<file path="config.mk">
export PLATFORM = sky130hd
export DESIGN_NAME = diff_drive_pwm
export DESIGN_NICKNAME = d
export VERILOG_FILES = /design/src/rtl/diff_drive_pwm.sv
export SDC_FILE = /design/constraint.sdc
export NUM_CORES = 1
export LEC_CHECK = 0
export ABC_AREA = 1
export CORE_MARGIN = 3
export CORE_UTILIZATION = 40
export DETAILED_ROUTE_END_ITERATION = 8
export SYNTH_ARGS = -nofsm -noshare
export SYNTH_HDL_FRONTEND = slang
export SYNTH_SLANG_ARGS = --single-unit
</file>
<file path="constraint.sdc">
create_clock -name clk -period 8.76 [get_ports clk]
set_clock_uncertainty 0.15 [all_clocks]
set_input_delay 0.876 -clock clk [delete_from_list [all_inputs] [get_ports clk]]
set_output_delay 0.876 -clock clk [all_outputs]
set_load 0.05 [all_outputs]
</file>
<file path="src/rtl/diff_drive_pwm.sv">
`default_nettype none
// ============================================================================
//  Module   : diff_drive_pwm
//  Brief    : Differential-drive controller: steering/speed command to
//             slew-limited per-wheel duties and glitch-free PWM, with watchdog.
//  Revision : 1.0
// ============================================================================
module diff_drive_pwm #(
    parameter int STEERING_WIDTH  = 10,
    parameter int PWM_WIDTH       = 8,
    parameter int STEER_SHIFT     = 9,
    parameter int DEADBAND        = 8,
    parameter int RAMP_STEP       = 4,
    parameter int RAMP_INTERVAL   = 1,
    parameter int WATCHDOG_CYCLES = 1000000
) (
    input  logic                      clk,
    input  logic                      reset,
    input  logic [STEERING_WIDTH-1:0] i_steering,
    input  logic [PWM_WIDTH-1:0]      i_base_speed,
    input  logic                      i_valid,
    output logic                      o_ready,
    output logic                      o_left_pwm,
    output logic                      o_right_pwm,
    output logic [PWM_WIDTH-1:0]      o_left_duty,
    output logic [PWM_WIDTH-1:0]      o_right_duty,
    output logic                      o_timeout
);

    // One spare bit so the magnitude of the most-negative code is representable.
    localparam int MAG_W  = ((STEERING_WIDTH > STEER_SHIFT) ? STEERING_WIDTH : STEER_SHIFT) + 1;
    localparam int PROD_W = MAG_W + PWM_WIDTH;
    localparam int RI_W   = $clog2(RAMP_INTERVAL + 1);
    localparam int WD_W   = $clog2(WATCHDOG_CYCLES + 1);

    localparam logic [MAG_W-1:0]     C_MAX_STEER = MAG_W'(1) << STEER_SHIFT;
    localparam logic [MAG_W-1:0]     C_DEADBAND  = MAG_W'(DEADBAND);
    localparam logic [PWM_WIDTH-1:0] C_STEP      = PWM_WIDTH'(RAMP_STEP);
    localparam logic [RI_W-1:0]      C_RI_LAST   = RI_W'(RAMP_INTERVAL - 1);
    localparam logic [WD_W-1:0]      C_WD        = WD_W'(WATCHDOG_CYCLES);

    typedef enum logic [1:0] {
        ST_IDLE = 2'd0,
        ST_CALC = 2'd1,
        ST_RUN  = 2'd2
    } state_t;

    state_t                    state_q;
    logic                      ready_q;
    logic [STEERING_WIDTH-1:0] cmd_steer_q;
    logic [PWM_WIDTH-1:0]      cmd_base_q;
    logic [PWM_WIDTH-1:0]      tgt_left_q, tgt_right_q;
    logic [PWM_WIDTH-1:0]      duty_left_q, duty_right_q;
    logic [PWM_WIDTH-1:0]      shadow_left_q, shadow_right_q;
    logic [PWM_WIDTH-1:0]      pwm_cnt_q;
    logic                      pwm_left_q, pwm_right_q;
    logic [RI_W-1:0]           ramp_cnt_q;
    logic [WD_W-1:0]           wd_cnt_q;
    logic                      timeout_q;

    logic                      w_accept;
    logic                      w_steer_neg;
    logic [MAG_W-1:0]          w_steer_ext, w_steer_abs, w_steer_clamped, w_steer_mag;
    logic [PROD_W-1:0]         w_product, w_adj, w_base_ext;
    logic [PWM_WIDTH-1:0]      w_reduced;
    logic [PWM_WIDTH-1:0]      tgt_left_d, tgt_right_d;
    logic                      w_ramp_tick;
    logic [WD_W-1:0]           w_wd_inc;
    logic                      w_expire;
    logic [PWM_WIDTH-1:0]      w_shadow_left, w_shadow_right;

    assign w_accept = i_valid && ready_q;

    assign w_steer_neg     = cmd_steer_q[STEERING_WIDTH-1];
    assign w_steer_ext     = {{(MAG_W-STEERING_WIDTH){w_steer_neg}}, cmd_steer_q};
    assign w_steer_abs     = w_steer_neg ? ((~w_steer_ext) + MAG_W'(1)) : w_steer_ext;
    assign w_steer_clamped = (w_steer_abs > C_MAX_STEER) ? C_MAX_STEER : w_steer_abs;
    assign w_steer_mag     = (w_steer_clamped < C_DEADBAND) ? '0 : w_steer_clamped;

    assign w_product  = PROD_W'(w_steer_mag) * PROD_W'(cmd_base_q);
    assign w_adj      = w_product >> STEER_SHIFT;
    assign w_base_ext = PROD_W'(cmd_base_q);
    assign w_reduced  = (w_adj >= w_base_ext) ? '0 : (cmd_base_q - w_adj[PWM_WIDTH-1:0]);

    always_comb begin
        tgt_left_d  = cmd_base_q;
        tgt_right_d = cmd_base_q;
        if (w_steer_mag != '0) begin
            if (w_steer_neg) begin
                tgt_left_d = w_reduced;
            end else begin
                tgt_right_d = w_reduced;
            end
        end
    end

    assign w_ramp_tick = (ramp_cnt_q == C_RI_LAST);
    assign w_wd_inc    = wd_cnt_q + WD_W'(1);
    assign w_expire    = !w_accept && !timeout_q && (w_wd_inc == C_WD);

    // The period's compare value is captured as the counter passes zero.
    assign w_shadow_left  = (pwm_cnt_q == '0) ? duty_left_q  : shadow_left_q;
    assign w_shadow_right = (pwm_cnt_q == '0) ? duty_right_q : shadow_right_q;

    function automatic logic [PWM_WIDTH-1:0] ramp_toward(
        input logic [PWM_WIDTH-1:0] cur,
        input logic [PWM_WIDTH-1:0] tgt
    );
        logic [PWM_WIDTH-1:0] gap;
        gap = '0;
        if (cur < tgt) begin
            gap = tgt - cur;
            return (gap > C_STEP) ? (cur + C_STEP) : tgt;
        end
        gap = cur - tgt;
        return (gap > C_STEP) ? (cur - C_STEP) : tgt;
    endfunction

    always_ff @(posedge clk) begin
        if (reset) begin
            state_q        <= ST_IDLE;
            ready_q        <= 1'b1;
            cmd_steer_q    <= '0;
            cmd_base_q     <= '0;
            tgt_left_q     <= '0;
            tgt_right_q    <= '0;
            duty_left_q    <= '0;
            duty_right_q   <= '0;
            shadow_left_q  <= '0;
            shadow_right_q <= '0;
            pwm_cnt_q      <= '0;
            pwm_left_q     <= 1'b0;
            pwm_right_q    <= 1'b0;
            ramp_cnt_q     <= '0;
            wd_cnt_q       <= '0;
            timeout_q      <= 1'b0;
        end else begin
            case (state_q)
                ST_IDLE, ST_RUN: begin
                    if (w_accept) begin
                        state_q     <= ST_CALC;
                        ready_q     <= 1'b0;
                        cmd_steer_q <= i_steering;
                        cmd_base_q  <= i_base_speed;
                    end
                end
                ST_CALC: begin
                    state_q     <= ST_RUN;
                    ready_q     <= 1'b1;
                    tgt_left_q  <= tgt_left_d;
                    tgt_right_q <= tgt_right_d;
                end
                default: begin
                    state_q <= ST_IDLE;
                    ready_q <= 1'b1;
                end
            endcase

            if (w_expire) begin
                tgt_left_q  <= '0;
                tgt_right_q <= '0;
            end

            ramp_cnt_q <= w_ramp_tick ? '0 : (ramp_cnt_q + RI_W'(1));
            if (w_ramp_tick) begin
                duty_left_q  <= ramp_toward(duty_left_q, tgt_left_q);
                duty_right_q <= ramp_toward(duty_right_q, tgt_right_q);
            end

            // Counter saturates once expired; only an accepted command rearms it.
            if (w_accept) begin
                wd_cnt_q  <= '0;
                timeout_q <= 1'b0;
            end else if (!timeout_q) begin
                wd_cnt_q <= w_wd_inc;
                if (w_wd_inc == C_WD) begin
                    timeout_q <= 1'b1;
                end
            end

            pwm_cnt_q      <= pwm_cnt_q + PWM_WIDTH'(1);
            shadow_left_q  <= w_shadow_left;
            shadow_right_q <= w_shadow_right;
            pwm_left_q     <= (pwm_cnt_q < w_shadow_left);
            pwm_right_q    <= (pwm_cnt_q < w_shadow_right);
        end
    end

    assign o_ready      = ready_q;
    assign o_left_pwm   = pwm_left_q;
    assign o_right_pwm  = pwm_right_q;
    assign o_left_duty  = duty_left_q;
    assign o_right_duty = duty_right_q;
    assign o_timeout    = timeout_q;

endmodule
`default_nettype wire
</file>
; Word-level counts from Yosys, hierarchy flattened
; Cells that the tools add are included.
[op_classes]
addsub = 13
n_mul = 1
n_lt_le_gt_ge = 11
eq_ne = 4
n_mux = 28
n_bitwise = 3
n_reduce_logical = 14
[ops]
columns = op, n
row1 = $mux W8, 15
row2 = $sub A8 B8 Y8, 5
row3 = $mux W11, 3
row4 = $gt A8 B3 Y1 const B, 4
row5 = $lt A8 B8 Y1, 4
row6 = $add A20 B1 Y20 const B, 1
row7 = $eq A20 B20 Y1 const B, 1
row8 = $mul A11 B8 Y19, 1
row9 = $add A8 B3 Y8 const B, 2
row10 = $sub A8 B3 Y8 const B, 2
row11 = $add A11 B1 Y11 const B, 1
row12 = $gt A11 B10 Y1 const B, 1
row13 = $lt A11 B4 Y1 const B, 1
row14 = $not A11 Y11, 1
row15 = $reduce_bool A11 Y1, 1
row16 = $ge A10 B8 Y1, 1
row17 = $reduce_or A2 Y1, 5
row18 = $add A8 B1 Y8 const B, 1
row19 = $logic_not A8 Y1, 1
row20 = $mux W1, 8
row21 = $pmux W2 S2, 1
row22 = $logic_and A1 B1 Y1, 3
row23 = $eq A2 B1 Y1 const B, 1
row24 = $eq A2 B2 Y1 const B, 1
row25 = 7 further kinds, 9
[totals]
ff_bits = 101
input_bits = 21
word_cells = 90

; Logic depth before layout (Yosys ltp)
; Gate-level depths: netlist of run 1.
[depth]
ltp_word = 12
mapped_depth = 49
ltp_nobuf = 49

; Worst setup path before layout of run 1
; No wires, ideal clock.
[synth_timing]
path_type = reg2reg
startpoint = register cmd_steer_q[0]
endpoint = register tgt_left_q[7]
t_arrival_ns = 6.769
required_time_ns = 8.482
path_slack_ns = 1.713
path_stages_with_launch = 45
path_buffers = 0
path_cell_list = dfxtp_1 -> inv_1 -> ha_1 -> nand2_1 -> nand2_1 -> nor2_1 -> nand2_1 -> nor2_1 -> nand2_1 -> nor2_1 -> nand2_1 -> nand2_1 -> inv_1 -> nor3_1 -> inv_1 -> nor2_1 -> fa_1 -> fa_1 -> [... 9 more ...] -> ha_1 -> nand2_1 -> nor2_1 -> a211oi_1 -> inv_1 -> a21oi_1 -> inv_1 -> a21oi_1 -> nor2_1 -> nor2_1 -> nor2_1 -> nor2_1 -> xor2_1 -> inv_1 -> nand2_2 -> nand2_1 -> nand2_1 -> a21oi_2
[synth_via]
elab_chain_len = 12
[synth_rtl]
columns = item, line
row1 = "start, declared", 50  ; logic [STEERING_WIDTH-1:0] cmd_steer_q;
row2 = "start signal, assigned", 143  ; cmd_steer_q <= i_steering;
row3 = $not A11 Y11, 76  ; assign w_steer_abs = w_steer_neg ? ((~w_steer_ext) + MAG_W'(1)) : w_steer_ext;
row4 = $add A11 B1 Y11, 76
row5 = $mux W11 *, 76
row6 = $gt A11 B10 Y1, 77  ; assign w_steer_clamped = (w_steer_abs > C_MAX_STEER) ? C_MAX_STEER : w_steer_abs;
row7 = $mux W11 *, 77
row8 = $lt A11 B4 Y1, 78  ; assign w_steer_mag = (w_steer_clamped < C_DEADBAND) ? '0 : w_steer_clamped;
row9 = $mux W11 *, 78
row10 = $mul A11 B8 Y19, 80  ; assign w_product = PROD_W'(w_steer_mag) * PROD_W'(cmd_base_q);
row11 = $sub A8 B8 Y8 / $ge A10 B8 Y1 (equally long branches), 83  ; assign w_reduced = (w_adj >= w_base_ext) ? '0 : (cmd_base_q - w_adj[PWM_WIDTH-1:0]);
row12 = $mux W8, 83
row13 = $mux W8, 89  ; if (w_steer_neg) begin
row14 = $mux W8 *, 88  ; if (w_steer_mag != '0) begin
row15 = "end signal, assigned", 150  ; tgt_left_q <= tgt_left_d;
row16 = "end, declared", 52  ; logic [PWM_WIDTH-1:0] tgt_left_q, tgt_right_q;
; Every way passes the cells marked *; elsewhere a longest branch is shown, timed or not.
; A chain may end at the register's enable or synchronous reset.

; Worst setup path after layout of run 1
[layout_timing]
startpoint = register cmd_steer_q[9]
endpoint = register tgt_right_q[7]
[layout_via]
elab_chain_len = 12
[layout_rtl]
columns = item, line
row1 = $not A11 Y11, 76
row2 = $add A11 B1 Y11, 76
row3 = $mux W11, 76
row4 = $gt A11 B10 Y1, 77
row5 = $mux W11, 77
row6 = $lt A11 B4 Y1, 78
row7 = $mux W11, 78
row8 = $mul A11 B8 Y19, 80
row9 = $sub A8 B8 Y8 / $ge A10 B8 Y1 (equally long branches), 83
row10 = $mux W8, 83
row11 = $mux W8, 89
row12 = $mux W8 *, 88
row13 = "end signal, assigned", 151  ; tgt_right_q <= tgt_right_d;
row14 = "end, declared", 52
; Marked as above.

==> impl_metrics.toml, run 1 <==
[logic_synthesis]
synth_edf_count = 0
synth_top_family_by_area = "adder cells"
synthArstFlopShare = 0
synthTopCellsByArea = "dfxtp_1 (22%), ha_1 (14%), fa_1 (12%)"
synth_top_area_cell = "dfxtp_1"
synth.top_cell.area_share = 0.215
synth.mux.area_fraction = 0
synthCells = 1274
seq_area_frac_synth = 0.215
synth_compound_area_frac = 0.148
synthAdderAreaFrac = 0.257
synthFlopType = "dfxtp_1"
synth_simple_gate_area_frac = 0.220
synth_seq_cells = 101
yosysWarningCount = 0
synth_commonest_cells = "nand2_1 (194), inv_1 (192), nor2_1 (163)"
synth.avg_cell_area_sq_um = 7.37
synthDistinctLibCells = 52
synth_xor_area_frac = 0.0625
yosysMostFrequentCell = "nand2_1"
netlist_area_sq_um = 9380

[worst_setup_path]
cp.required_ns = 8.83
critical_path_depth = 39
cp-start-kind = "register"
critPathMaxStageDelay_ns = 0.59
crit_slowest_cell = "dfxtp_1"
timing.rr.start = "cmd_steer_q[9]"
worstSetupPathType = "reg -> reg"
critPathTopFamily = "adder cells"
critPathLaunch = "cmd_steer_q[9]"
rr_worst_depth = 39
cp_data_arrival_time_ns = 7.92
regToRegSetupSlack_ns = 0.91
endpoint_kind = "register"
path_buf_inv = 8
worstReg2RegEnd = "tgt_right_q[7]"
crit_fanout = 13
worstSetupEndpoint = "tgt_right_q[7]"

[clocking]
root_buffer = "clkbuf_16"
post_cts_buffers = 0
cts_resized = 0
h-tree-depth = 3
clockBufferDepth = 2
numCtsBuffers = 9
cts_hold_buf = 0
insertion_delay_ns = 0.37
cts_tree = "yes"
cts.clk_slew.worst_paths_ns = 0.08
clock_sinks = 101

[timing]
setup_violations = 0
post-route-min-period_ns = 7.85
tns_ns = 0
rsz0062_at_grt = "no"
drv_slew = 0
tightestPinTransition_ns = 0.792
hold_viol = 0
finalCritPeriodShare = 0.896
slew_headroom = 0.470
timing.fmax_mhz = 127

[placement]
placed_cells = 1603
dp.final_hpwl_um = 17400
place_congestion = 0.894
io_buffers = 40

[global_route]
grt_pass1_wl_um = 37600
antenna_found_initial = 0
grt_max_degree = 42
use_met2 = 0.301
top_usage_layer = "met2"
grt_use_met1 = 0.239
grt_usage = 0.179
overflow = 0
use_met3 = 0.0265
grt_pass1_vias = 7678

[route]
drc = 0
drt-vias-per-instance = 4.95
first_pass_iters = 7
drt.antenna.violating_nets = 0
wl_per_cell_um = 13.9
routed_wirelength_um = 22500
vias = 8013
drt_first_iter_violations = 383

[cells_and_area]
fin_nets = 1481
final_cells = 1619
final_util = 0.455
antenna_cells = 0
syn2layout_area_growth_pct = 10.7
drive_gt1_frac = 0.0567

[power]
power_density_nw_per_um2 = 216
ir_drop_mv = 0.114
p_leak_nw = 4.88

[floorplanning]
design.core.area_sq_um = 22800
rows = 55
io_pins = 41
dieArea_sq_um = 25300
die-width_um = 159
fp.dieH_um = 159
initial_utilization = 0.411

[run]
drv_cap = 0

[run_status]
status = "complete, no violations"

[worst_hold_path]
hold_class = "reg -> reg"
[worst min path at each step]
stage / startpoint / end / cells after the start
detailed placement: shadow_left_q[0] / shadow_left_q[0] / 2
floorplan: shadow_left_q[0] / shadow_left_q[0] / 2
global placement: shadow_left_q[0] / shadow_left_q[0] / 2
finish: shadow_left_q[0] / shadow_left_q[0] / 2
CTS: shadow_left_q[0] / shadow_left_q[0] / 2
global route: shadow_right_q[6] / shadow_right_q[6] / 2
[layout by cell type (no fill, tap or decap), drive strengths merged, types with 2 or more instances in the layout]
cell type | netlist | layout
a221oi | 2 | 2
nand2 | 211 | 211
clkbuf | 32 | 13
nand4 | 10 | 10
nor2 | 167 | 167
a31oi | 4 | 4
fa | 56 | 56
dfxtp | 101 | 101
xnor2 | 13 | 13
xor2 | 54 | 54
o22ai | 2 | 2
nor3 | 18 | 18
or2 | 3 | 3
nand3 | 45 | 45
clkdlybuf4s50 | 0 | 40
o21ai | 71 | 71
inv | 195 | 195
o21bai | 3 | 3
o21a | 2 | 2
o211ai | 8 | 8
clkinv | 6 | 8
buf | 3 | 4
o221ai | 3 | 3
nand3b | 2 | 2
a211oi | 7 | 7
a21o | 5 | 5
a21oi | 129 | 129
nor4 | 9 | 9
ha | 103 | 103
conb | 2 | 9
nor3b | 2 | 2
[cells by family (layout without fill, tap and decap cells)]
| kind of cell | Yosys count | count (layout) |
|---|---|---|
| other | 2 | 9 |
| AND/OR/NAND/NOR | 468 | 468 |
| flip-flops | 101 | 101 |
| adder cells (fa/ha/maj) | 159 | 159 |
| buffers and inverters | 236 | 261 |
| XOR/XNOR | 67 | 67 |
| AO/OA/AOI/OAI | 241 | 241 |
[where the power goes]
group	switching, W	internal (W)
registers	0.0000581	0.000507
logic	0.000789	0.000463
clock network	0.000191	0.000238
[layer usage]
metal  vias up  routed length (um)
met1      3722               10800
met4         0                 306
met5         -                   0
li1       4122                   -
met3        20                 786
met2       149               10600
[worst min-delay path: stages (launching register included)]
cell     delay (ns)
dfxtp_1        0.31
a21oi_1        0.07
nor2_1         0.07
[per-stage QoR]
step	cell area (sq um)	power, W	hold WS, ns	worst slack, ns
final	10400	0.00225	0.329	0.910
after global routing	10400	0.00246	0.360	0.231
after CTS	10400	0.00226	0.335	0.971
after detailed placement	10100	0.00183	0.319	1.01
after global placement	10100	0.00182	0.311	1.19
after floorplan	9410	0.00155	0.292	1.71
[cell type report]
class	instances	area (sq um)
fill	2393	12500
sequential	101	2020
tap	313	392
multi-input combinational	944	6480
timing repair buffer	44	430
clock inverter	3	43.8
inverter	201	754
clock buffer	13	260
[registers in the layout, summed over array words and instances, names as in the netlist]
name	cells
o_right_duty	8
ramp_cnt_q	1
o_timeout	1
o_left_pwm	1
o_ready	1
shadow_right_q	8
o_left_duty	8
cmd_steer_q	10
o_right_pwm	1
tgt_left_q	8
tgt_right_q	8
pwm_cnt_q	8
shadow_left_q	8
wd_cnt_q	20
cmd_base_q	8
state_q	2
(Power assumes the default switching activity.)
==> run 2: changes to the inputs <==
--- a/config.mk
+++ b/config.mk
@@ -8,6 +8,7 @@
 export ABC_AREA = 1
 export CORE_MARGIN = 3
 export CORE_UTILIZATION = 40
+export CTS_BUF_LIST = sky130_fd_sc_hd__clkbuf_2 sky130_fd_sc_hd__clkbuf_4 sky130_fd_sc_hd__clkbuf_8
 export DETAILED_ROUTE_END_ITERATION = 8
 export SYNTH_ARGS = -nofsm -noshare
 export SYNTH_HDL_FRONTEND = slang
==> run 2 against run 1 <==
Power is 4.5% lower. Sequential share of layout area is 0.18 points higher. Sequential power hardly changed. Cell count stayed put. Register-to-register slack worse by 0.02 ns. Wire length is 0.79% lower.
==> impl_metrics.toml, run 2 (same netlist as run 1, synthesis figures left out) <==
[power]
ir_drop_mv = 0.0935
p_leak_nw = 4.84
power_density_nw_per_um2 = 208

[cells_and_area]
syn2layout_area_growth_pct = 9.67
seqCellArea_sq_um = 2020
fin_nets = 1481
largest_registers = "wd_cnt_q: 20 flops, cmd_steer_q: 10 flops"
fillers = 2400
antenna_cells = 0
drive_gt1_frac = 0.0582
multi_input_area_sq_um = 6480
largest_reg_flops = 20
mostFrequentLayoutCell = "nand2_1"
largest-register = "wd_cnt_q"
final_cell_mix = "nand2_1 (194), inv_1 (192), nor2_1 (163)"

[clocking]
insertion_delay_ns = 0.40
cts_hold_buf = 0
cts_tree = "yes"
numCtsBuffers = 9
h-tree-depth = 3
post_cts_buffers = 0
cts.clk_slew.worst_paths_ns = 0.12
root_buffer = "clkbuf_8"
cts_resized = 0
clock_sinks = 101
clockBufferDepth = 2

[run]
drv_cap = 0

[placement]
place_congestion = 0.894
io_buffers = 40
dp.final_hpwl_um = 17400
place_ws_ns = 1.01

[timing]
tns_ns = 0
rsz0062_at_grt = "no"
finalCritPeriodShare = 0.898
hold_viol = 0
slew_headroom = 0.475
drv_slew = 0
post-route-min-period_ns = 7.87
tightestPinTransition_ns = 0.784
setup_violations = 0
timing.fmax_mhz = 127
setup_ws_ns = 0.894

[run_status]
status = "complete, no violations"

[worst_setup_path]
endpoint_kind = "register"
critPathMaxStageDelay_ns = 0.60
worstSetupEndpoint = "tgt_right_q[7]"
timing.rr.start = "cmd_steer_q[9]"
cp-start-kind = "register"
crit_fanout = 13
critPathLaunch = "cmd_steer_q[9]"
path_buf_inv = 8
critical_path_depth = 39
cp_data_arrival_time_ns = 7.96
critPathTopFamily = "adder cells"
regToRegSetupSlack_ns = 0.89
cp.required_ns = 8.85
rr_worst_depth = 39
worstReg2RegEnd = "tgt_right_q[7]"
worstSetupPathType = "reg -> reg"
crit_slowest_cell = "dfxtp_1"

[global_route]
antenna_found_initial = 0
grt_usage = 0.177
overflow = 0
grt_max_degree = 42
grt_pass1_vias = 7678
grt_pass1_wl_um = 37500

[worst_hold_path]
hold_class = "reg -> reg"

[route]
wl_per_cell_um = 13.8
drt-vias-per-instance = 4.93
vias = 7976
first_pass_iters = 5
drt.antenna.violating_nets = 0
routed_wirelength_um = 22400
drc = 0
drt_first_iter_violations = 425

[floorplanning]
design.core.area_sq_um = 22800
io_pins = 41
die-width_um = 159
initial_utilization = 0.411
fp.dieH_um = 159
rows = 55
dieArea_sq_um = 25300
-- run 2: cell counts in the layout (fill, tap and decap cells not counted) --
Identical to the previous run, type by type.
-- run 2: final cells by class --
cell class              instances  area share
clock buffers                  13      0.0162
clock inverters                 3     0.00426
inverters                     201      0.0733
multi-input cells             944       0.630
flip-flops and latches        101       0.196
well taps                     313      0.0381
repair buffers                 44      0.0418
-- run 2: worst min-delay path by stage --
stage                     startpoint          endpoint  depth (start not counted)  slack (ns)
global placement    shadow_left_q[0]  shadow_left_q[0]                          2        0.31
global route              state_q[1]        state_q[1]                          2        0.37
detailed placement  shadow_left_q[0]  shadow_left_q[0]                          2        0.32
CTS                 shadow_left_q[0]  shadow_left_q[0]                          2        0.34
floorplan           shadow_left_q[0]  shadow_left_q[0]                          2        0.29
finish              shadow_left_q[0]  shadow_left_q[0]                          2        0.33
-- run 2: tightest hold or removal path: stages (launching register included) --
cell and delay, ns:
dfxtp_1 0.32, a21oi_1 0.07, nor2_1 0.07
-- run 2: power breakdown --
part	switching [W]	total [W]	internal (W)	leakage [nW]
logic	0.000788	0.00125	0.000463	3.90
clock network	0.000174	0.000329	0.000155	0.110
registers	0.0000581	0.000565	0.000507	0.826
-- run 2: routing by layer --
layer / part of all wire / track usage / up-vias / routed length, um
met5: 0 / 0 / - / 0
met4: 0.015 / 0.0481 / 0 / 341
met3: 0.030 / 0.0239 / 26 / 676
met2: 0.47 / 0.299 / 125 / 10500
met1: 0.49 / 0.240 / 3705 / 10900
li1: - / - / 4120 / -
-- run 2: metrics by stage --
stage | total power (W) | cell area (sq um) | hold WS (ns) | std cells | utilization
2_1_floorplan | 0.00155 | 9410 | 0.292 | 1281 | -
3_3_place_gp | 0.00182 | 10100 | 0.311 | 1603 | 0.441
3_5_place_dp | 0.00183 | 10100 | 0.319 | 1603 | 0.441
4_1_cts | 0.00217 | 10300 | 0.341 | 1619 | 0.450
5_1_grt | 0.00236 | 10300 | 0.367 | 1619 | 0.450
6_report | 0.00214 | 10300 | 0.334 | 1619 | 0.450
==> run 3: changes to the inputs <==
==> constraint.sdc (replaced) <==
create_clock -name clk -period 9.7 [get_ports clk]
set_clock_uncertainty 0.15 [all_clocks]
set_input_delay 0.97 -clock clk [delete_from_list [all_inputs] [get_ports clk]]
set_output_delay 0.97 -clock clk [all_outputs]
set_load 0.05 [all_outputs]
==> run 3 against run 2 <==
Worst setup slack improved by 1.0 ns. Count of clock-buffer cells in the layout fell by 1. Non-clock buffer count did not move. Global-route usage fell by 0.13 points. Cell count barely moved. Highest routed layer unchanged. Wire length fell by 0.42%. Critical path type unchanged. Core utilization barely moved. Largest power group unchanged.
==> impl_metrics.toml, run 3 (same netlist as run 1, synthesis figures left out) <==
[run_status]
status = "complete, no violations"

[cells_and_area]
antenna_cells = 0
drive_gt1_frac = 0.0575
largest-register = "wd_cnt_q"
largest_reg_flops = 20
largest_registers = "wd_cnt_q: 20 flops, cmd_steer_q: 10 flops"
final_cell_mix = "nand2_1 (194), inv_1 (192), nor2_1 (163)"
fillers = 2408
fin_nets = 1481
syn2layout_area_growth_pct = 9.55
final_cells = 1618
mostFrequentLayoutCell = "nand2_1"

[worst_setup_path]
endpoint_kind = "register"
timing.rr.start = "cmd_steer_q[9]"
critPathMaxStageDelay_ns = 0.59
crit_slowest_cell = "dfxtp_1"
crit_fanout = 13
cp-start-kind = "register"
worstSetupPathType = "reg -> reg"
critPathLaunch = "cmd_steer_q[9]"
cp_data_arrival_time_ns = 7.88
cp.required_ns = 9.79

[floorplanning]
dieArea_sq_um = 25300
die-width_um = 159
fp.dieH_um = 159
initial_utilization = 0.411
io_pins = 41
design.core.area_sq_um = 22800
rows = 55

[clocking]
cts_hold_buf = 0
numCtsBuffers = 9
clock_sinks = 101
h-tree-depth = 3
root_buffer = "clkbuf_8"
cts.clk_slew.worst_paths_ns = 0.10
insertion_delay_ns = 0.39
post_cts_buffers = 0
clockBufferDepth = 2
cts_tree = "yes"
cts_resized = 0

[worst_hold_path]
hold_class = "reg -> reg"
hp-start = "shadow_left_q[0]"

[global_route]
grt_pass1_wl_um = 37400
grt_max_degree = 42
overflow = 0
grt_use_met1 = 0.237
top_usage_layer = "met2"
grt_pass1_vias = 7683
use_met2 = 0.302
grt_usage = 0.176
use_met3 = 0.0198
antenna_found_initial = 0

[timing]
rsz0062_at_grt = "no"
hold_viol = 0
post-route-min-period_ns = 7.79
tns_ns = 0
finalCritPeriodShare = 0.803
slew_headroom = 0.466
setup_violations = 0
tightestPinTransition_ns = 0.798
drv_slew = 0
timing.fmax_mhz = 128

[route]
drt_first_iter_violations = 407
routed_wirelength_um = 22300
drt.antenna.violating_nets = 0
wl_per_cell_um = 13.8
drc = 0
first_pass_iters = 5
drt-vias-per-instance = 4.92
vias = 7953

[power]
p_sw_frac = 0.476
clkPwrFrac = 0.149
pwr-share-comb = 0.586
ir_drop_mv = 0.110
power_density_nw_per_um2 = 187
p_leak_nw = 4.83
intPower_w = 0.00101
switchingPower_w = 0.000915
seq_power_share = 0.265

[placement]
io_buffers = 40
dp.final_hpwl_um = 17500
place_congestion = 0.895
placed_cells = 1603

[run]
drv_cap = 0
-- run 3: cell count changes in the layout (fill, tap and decap cells not counted) --
cell	delta
clkbuf_8	-1
clkinv_2	-1
clkinvlp_4	+1
-- run 3: cell type report --
| class | count | area (sq um) | share of cell area |
|---|---|---|---|
| sequential | 101 | 2020 | 0.197 |
| inverter | 201 | 754 | 0.0734 |
| multi-input combinational | 944 | 6480 | 0.631 |
| clock inverter | 3 | 46.3 | 0.00450 |
| timing repair buffer | 44 | 430 | 0.0419 |
| clock buffer | 12 | 153 | 0.0148 |
| tap | 313 | 392 | 0.0381 |
-- run 3: metal layers --
layer | routed length, um | vias up
li1 | - | 4128
met1 | 10700 | 3693
met2 | 10600 | 106
met3 | 614 | 26
met4 | 320 | 0
met5 | 0 | -
-- run 3: worst paths after layout --
kind / endpoint / slack (ns) / cells after the start
min: shadow_left_q[0] / 0.33 / 2
max reg2reg: tgt_left_q[7] / 1.91 / 39
max: tgt_left_q[7] / 1.91 / 39
min reg2reg: shadow_left_q[0] / 0.33 / 2
-- run 3: worst max-delay path, delay by kind of cell, from the launching register on --
kind            cells  cell delay, ns
simple gates       16            2.01
buf+inv             8            0.72
flops               1            0.59
xor+xnor            2            0.36
fa+ha+maj           6            2.67
compound gates      7            1.18
-- run 3: through the flow --
step	hold WS [ns]	instance area (sq um)	setup slack, ns	utilization	total power [W]
6_report	0.333	10300	1.91	0.450	0.00192
5_1_grt	0.365	10300	1.11	0.450	0.00212
4_1_cts	0.341	10300	1.89	0.450	0.00194
3_5_place_dp	0.318	10100	1.93	0.441	0.00165
3_3_place_gp	0.311	10100	2.13	0.441	0.00164
2_1_floorplan	0.292	9410	2.65	-	0.00140
-- run 3: power groups by stage --
stage / logic [W] / registers [W] / clock network (W)
2_1_floorplan: 0.000818 / 0.000577 / 0
3_3_place_gp: 0.00112 / 0.000519 / 0
3_5_place_dp: 0.00113 / 0.000520 / 0
4_1_cts: 0.00113 / 0.000510 / 0.000300
5_1_grt: 0.00129 / 0.000518 / 0.000311
6_report: 0.00113 / 0.000510 / 0.000286
